--- src/rtl/regbank_dump_ctrl.sv ---
// ---------------------------------------------------------------------------
// regbank_dump_ctrl
// Debug-unit controller that dumps the ID-stage register bank over a byte
// stream. A start request walks registers 0..NUM_REGS-1 in order. It reads each
// one through bank read port 1 and emits the word MSB byte first on a
// valid/ready interface towards the UART transmitter. While idle, the pipeline
// rs/rt addresses pass straight through to the bank.
//
// Ports
//   i_clk            clock, all state on posedge
//   i_reset          asynchronous, active-low reset
//   i_start          dump request, honoured only while idle
//   i_pipe_rs_addr   pipeline rs address (drives read port 1 when idle)
//   i_pipe_rt_addr   pipeline rt address (always drives read port 2)
//   o_rb_read_reg1   bank read port 1 address (muxed)
//   o_rb_read_reg2   bank read port 2 address
//   i_rb_data_read1  bank read data 1 (combinational read)
//   o_tx_data        byte offered to the transmitter
//   o_tx_valid       o_tx_data is valid
//   i_tx_ready       transmitter accepts the byte this cycle
//   o_busy           dump in progress, read port 1 owned by this block
//   o_done           one-cycle pulse when the dump completes
// ---------------------------------------------------------------------------
module regbank_dump_ctrl #(
  parameter int DATA_WIDTH = 32,
  parameter int ADDR_WIDTH = 5
) (
  input  logic                  i_clk,
  input  logic                  i_reset,
  input  logic                  i_start,
  input  logic [ADDR_WIDTH-1:0] i_pipe_rs_addr,
  input  logic [ADDR_WIDTH-1:0] i_pipe_rt_addr,
  output logic [ADDR_WIDTH-1:0] o_rb_read_reg1,
  output logic [ADDR_WIDTH-1:0] o_rb_read_reg2,
  input  logic [DATA_WIDTH-1:0] i_rb_data_read1,
  output logic [7:0]            o_tx_data,
  output logic                  o_tx_valid,
  input  logic                  i_tx_ready,
  output logic                  o_busy,
  output logic                  o_done
);

  localparam int BYTES = DATA_WIDTH / 8;
  localparam int CNT_W = (BYTES > 1) ? $clog2(BYTES) : 1;
  localparam logic [CNT_W-1:0]      LAST_BYTE = CNT_W'(BYTES - 1);
  localparam logic [ADDR_WIDTH-1:0] LAST_IDX  = '1;

  typedef enum logic [1:0] {IDLE, LOAD, SEND, DONE} state_t;

  state_t                  state, state_nxt;
  logic [ADDR_WIDTH-1:0]   idx, idx_nxt;
  logic [CNT_W-1:0]        byte_cnt, byte_cnt_nxt;
  logic [DATA_WIDTH-1:0]   shift_reg, shift_nxt;

  always_ff @(posedge i_clk or negedge i_reset) begin
    if (!i_reset) begin
      state     <= IDLE;
      idx       <= '0;
      byte_cnt  <= '0;
      shift_reg <= '0;
    end else begin
      state     <= state_nxt;
      idx       <= idx_nxt;
      byte_cnt  <= byte_cnt_nxt;
      shift_reg <= shift_nxt;
    end
  end

  always_comb begin
    state_nxt    = state;
    idx_nxt      = idx;
    byte_cnt_nxt = byte_cnt;
    shift_nxt    = shift_reg;
    case (state)
      IDLE: begin
        if (i_start) begin
          state_nxt = LOAD;
          idx_nxt   = '0;
        end
      end
      LOAD: begin
        // Read port 1 already points at idx, so the bank data is valid now.
        shift_nxt    = i_rb_data_read1;
        byte_cnt_nxt = '0;
        state_nxt    = SEND;
      end
      SEND: begin
        // Valid is always high in SEND, so ready alone marks a handshake.
        if (i_tx_ready) begin
          if (byte_cnt != LAST_BYTE) begin
            shift_nxt    = shift_reg << 8;
            byte_cnt_nxt = byte_cnt + CNT_W'(1);
          end else if (idx == LAST_IDX) begin
            state_nxt = DONE;
          end else begin
            idx_nxt   = idx + ADDR_WIDTH'(1);
            state_nxt = LOAD;
          end
        end
      end
      DONE: begin
        state_nxt = IDLE;
      end
      default: begin
        state_nxt = IDLE;
      end
    endcase
  end

  // Outputs decode from the state register alone, so an asynchronous reset
  // silences the stream and the busy/done flags in the same instant.
  always_comb begin
    o_busy         = (state != IDLE);
    o_done         = (state == DONE);
    o_tx_valid     = (state == SEND);
    o_tx_data      = (state == SEND) ? shift_reg[DATA_WIDTH-1 -: 8] : 8'h00;
    o_rb_read_reg1 = o_busy ? idx : i_pipe_rs_addr;
    o_rb_read_reg2 = i_pipe_rt_addr;
  end

endmodule
--- config.mk ---
export PLATFORM = sky130hd
export DESIGN_NAME = regbank_dump_ctrl
export DESIGN_NICKNAME = d
export VERILOG_FILES = /design/src/rtl/regbank_dump_ctrl.sv
export SDC_FILE = /design/constraint.sdc
export NUM_CORES = 1
export LEC_CHECK = 0
export CORE_UTILIZATION = 35
export DETAILED_ROUTE_END_ITERATION = 16
export GPL_TIMING_DRIVEN = 1
export SYNTH_ARGS = -nofsm -noshare
export SYNTH_HDL_FRONTEND = slang
export SYNTH_SLANG_ARGS = --single-unit
--- constraint.sdc ---
create_clock -name i_clk -period 5.8 [get_ports i_clk]
set_input_delay 0.87 -clock i_clk [delete_from_list [all_inputs] [get_ports i_clk]]
set_output_delay 0.87 -clock i_clk [all_outputs]
set_load 0.1 [all_outputs]
* Word-level counts from Yosys, hierarchy flattened
Cells that the tools add are included.
Word-level totals: bits in registers 41, word-level logic and storage cells 41
Cells by class: add/subtract/negate cells 2, equal/unequal tests 10, muxes and demuxes 18, reductions and logical operators 7
Operators by type and width (number):
- $mux W32 | 2
- $pmux W32 S2 | 1
- $mux W5 | 5
- $mux W2 | 6
- $pmux W5 S2 | 1
- $mux W8 | 1
- $ne A2 B2 Y1 const B | 4
- $pmux W2 S4 | 1
- $reduce_and A3 Y1 | 2
- $reduce_bool A2 Y1 | 3
- $add A5 B1 Y5 const B | 1
- $eq A5 B5 Y1 const B | 1
- $reduce_and A5 Y1 | 1
- $eq A2 B2 Y1 const B | 2
- $ne A2 B1 Y1 const B | 2
- $pmux W2 S2 | 1
- $add A2 B1 Y2 const B | 1
- $eq A2 B1 Y1 const B | 1
- $logic_not A2 Y1 | 1

* Logic depth before layout (Yosys ltp)
word-level depth 5, depth in mapped cells 6, depth with buffers taken out 6

* Least setup slack after synthesis
No wires, ideal clock.
path kind register to output, start point reg state[0], end point out o_tx_data[0], arrival 2.708 ns, required time 4.930 ns, path slack 2.222 ns, stages on the path, launching flop included 6, cells stage by stage dfrtp_1 -> nand2b_2 -> inv_2 -> buf_6 -> clkbuf_1 -> and2_1
On the way: cells in the longest elaborated chain, start to end 2
Ends and longest elaborated chain:
- start: declaration | line 50 | state_t state, state_nxt;
- start signal: assignment | line 62 | state <= state_nxt;
- $eq A2 B2 Y1
- named net o_tx_valid | line 37 | output logic o_tx_valid,
- $mux W8 | line 116 | o_tx_data = (state == SEND) ? shift_reg[DATA_WIDTH-1 -: 8] : 8'h00;
- end: declaration | line 36 | output logic [7:0] o_tx_data,
The timed path passes the listed nets, and every way through them passes these cells.

* Worst setup path in the final report
start point reg state[1], end point out o_tx_data[6]
On the way: cells in the longest elaborated chain, start to end 2
Ends and longest elaborated chain (line):
- $eq A2 B2 Y1 | 116
- $mux W8 | 116
Every way passes these cells.

==> summary.md <==
| Metric | Value |
|---|---|
| Clk pwr share | 0.115 |
| I/O Buffers | 56 |
| DR WL/cell | roughly 14 um |
| Antenna violations before repair | 0 |
| Synth Instances | about 180 |
| Comb power frac | 0.569 |
| Most common flop cell mapped by yosys | dfrtp_1 |
| Remaining antenna violation count | 0 |
| CP arrival | around 3.1 ns |
| HP Class | reg2reg |
| Max FFs per register | 32 |
| Sequential fraction of the synthesis area | 0.467 |
| Max_slew headroom | 0.340 |
| Largest net degree at the start of global routing | 42 |
| TritonCTS Buffers | 5 |
| Post-synth EDFFs | 0 |
| Clk_lat worst skew | ~0.29 ns |
| Placed inst area | roughly 0.0027 sq mm |
| Syn Nets | between 200 and 250 |
| H-tree lvl count | 2 |
| Yosys cell types | 35 |
| Fin. Hold Viols | 0 |
| Iteration-0 DRC Markers | 70 |
| Critical path type | reg2out |
| Die height | about 81 um |
| Die width | around 80 um |
| Deepest clock path buffer count | 2 |
| Max-cap viol count | 0 |
| Fmax | around 250 MHz |
| Synth cell count leaders | mux2_2 (47), dfrtp_1 (41), nand3_1 (10) |
| Design Area, Final | 0.00281 sq mm |
| Critical Path Fanout Max | 33 |
| Area of the die | 0.00660 sq mm |
| Flop pwr share | 0.317 |
| Vias/cell | 5.03 |
| Syn Area/Cell | 12.5 sq um |
| Post-CTS Resized | 0 |
| Design internal power | between 0.0008 and 0.0009 W |
| Count of state elements after synthesis | around 40 |
| Hold-fix buffers, CTS | 0 |
| Largest area contributor in the netlist | dfrtp_1 |
| Worst Tran Pin Value | between 0.9 and 1 ns |
| Final WL | about 4300 um |
| Setup Fix Bufs, Post-CTS | 0 |
| Worst Path Required | about 4.9 ns |
| Core footprint | ~0.0060 sq mm |
| Syn. warnings | 0 |
| First-pass iteration count of the detailed router | 4 |
| Root buf cell | clkbuf_8 |
| Outcome | finished clean |
| Fill count | about 580 |
| Top cell type's share of synthesized area | 0.467 |
| CP max stage delay | about 1.1 ns |
| Power Density | roughly 570 mW/mm^2 |
| Total clock sinks | 41 |
| Synthesized area | ~0.0022 sq mm |
| Num rows | 28 |
| Fin crit share | 0.683 |
| Setup_tns | 0 ns |
| Post-layout min period | 3.96 ns |
| Layout cells sized above 1 | 0.262 |
| Slowest cell on crit path | clkdlybuf4s50_1 |
| CTS tree | done |
| Sw Ratio | 0.458 |
| Net Switching | between 0.0007 and 0.0008 W |
| Leak | approximately 1.2 nW |
| Number of global-route vias before repair | between 1,500 and 2,000 |
| HPWL after DPL | between 2000 and 3000 um |
| Post-synth ARST share | 1.00 |
| Dominant cells by area after synthesis | dfrtp_1 (47%), mux2_2 (24%), a22o_1 (3.2%) |
| CTS clk-pin slew, worst paths | 0.08 ns |
| GR Overflow Total | 0 |
| CP startpoint kind | flip-flop |
| First-pass GRT wire length | approximately 7300 um |
| Type of element capturing the critical path | output port |
| Max rail drop VDD | 359 uV |
| Initial Utilization | 0.367 |
| Slew Viols, Final | 0 |
| Total track usage | 0.147 |
| Via count | roughly 1,500 |
| Most frequent cell after synthesis | mux2_2 |
| Fin Clk Skew | between 0.006 and 0.007 ns |
| Final setup fails | 0 |
| Worst path cell trace | nand2b_2 > inv_2 > and2_1 > clkdlybuf4s50_1 |
| IO Count | 67 |
| Area growth from synthesis to layout | 27.7% |
| Nets | 273 |
| Ant diodes | 0 |
| Unrepaired setup endpoints after global routing | false |
| Drc violations | 0 |
| RePlAce Congestion | about 0.77 |
power by group through the flow:
stage	clock, W	combinational, W	sequential, W
finish	0.000184	0.000911	0.000508
CTS	0.000192	0.000926	0.000509
detailed placement	0	0.000925	0.000512
floorplan	0	0.000828	0.000467
global route	0.000206	0.000973	0.000528
global placement	0	0.000915	0.000512
cells by family after synthesis:
group                    Yosys count  share of synthesized area
AO/OA/AOI/OAI                     18                     0.0677
AND/OR/NAND/NOR                   41                      0.109
flip-flops                        41                      0.467
multiplexers                      54                      0.276
adder cells (fa/ha/maj)            3                     0.0171
buffers and inverters             19                     0.0632
final cells by class:
class / count / area, sq um / area share
Clock inverter: 2 / 10.0 / 0.00357
Timing Repair Buffer: 56 / 556 / 0.198
Tap cell: 75 / 93.8 / 0.0334
Inverter: 4 / 15.0 / 0.00535
Multi-Input combinational cell: 116 / 1030 / 0.368
Sequential cell: 41 / 1030 / 0.366
Clock buffer: 6 / 72.6 / 0.0259
stage by stage:
step | setup WS [ns] | total power [W] | std cells | utilization | hold WS, ns
2_1_floorplan | 2.22 | 0.00130 | 176 | - | 0.460
5_1_grt | 1.65 | 0.00171 | 300 | 0.468 | 0.514
3_5_place_dp | 2.13 | 0.00144 | 292 | 0.455 | 0.482
3_3_place_gp | 2.18 | 0.00143 | 292 | 0.455 | 0.483
4_1_cts | 1.79 | 0.00163 | 300 | 0.468 | 0.505
6_report | 1.84 | 0.00160 | 300 | 0.468 | 0.495
worst paths after layout:
kind                            depth (start not counted)  slack [ns]       endpoint          start
max in group asynchronous                               1        4.52         idx[1]        i_reset
worst max-delay path                                    4        1.84   o_tx_data[6]       state[1]
worst max register to register                          3        3.29  shift_reg[20]       state[1]
min in group asynchronous                               1        0.71  shift_reg[23]        i_reset
worst min-delay path                                    1        0.50  shift_reg[17]  shift_reg[17]
worst min register to register                          1        0.50  shift_reg[17]  shift_reg[17]
layout by cell type, fill, tap and decap left out, types with 2 or more instances in the layout:
master            n
nand2b_1          2
and2_1            9
clkbuf_8          5
a22o_1            8
clkinv_2          2
nand3_1          10
dfrtp_1          41
mux2_2           47
ha_1              3
nand2_1           8
o22ai_1           2
mux2_1            6
inv_1             3
clkdlybuf4s50_1  55
or3_1             2
per-layer routing:
layer | GRT usage | up-vias | share of wire
met5 | 0 | - | 0
met3 | 0.0517 | 8 | 0.077
met4 | 0.0518 | 0 | 0.014
met1 | 0.178 | 736 | 0.44
li1 | - | 722 | -
met2 | 0.241 | 44 | 0.47
worst max-delay path: cells and delay by family, from the launching register on:
| family | cells | cell delay [ns] |
|---|---|---|
| buffers and inverters | 2 | 1.63 |
| flip-flops | 1 | 0.76 |
| AND/OR/NAND/NOR | 2 | 0.40 |
(Power assumes the default switching activity.)
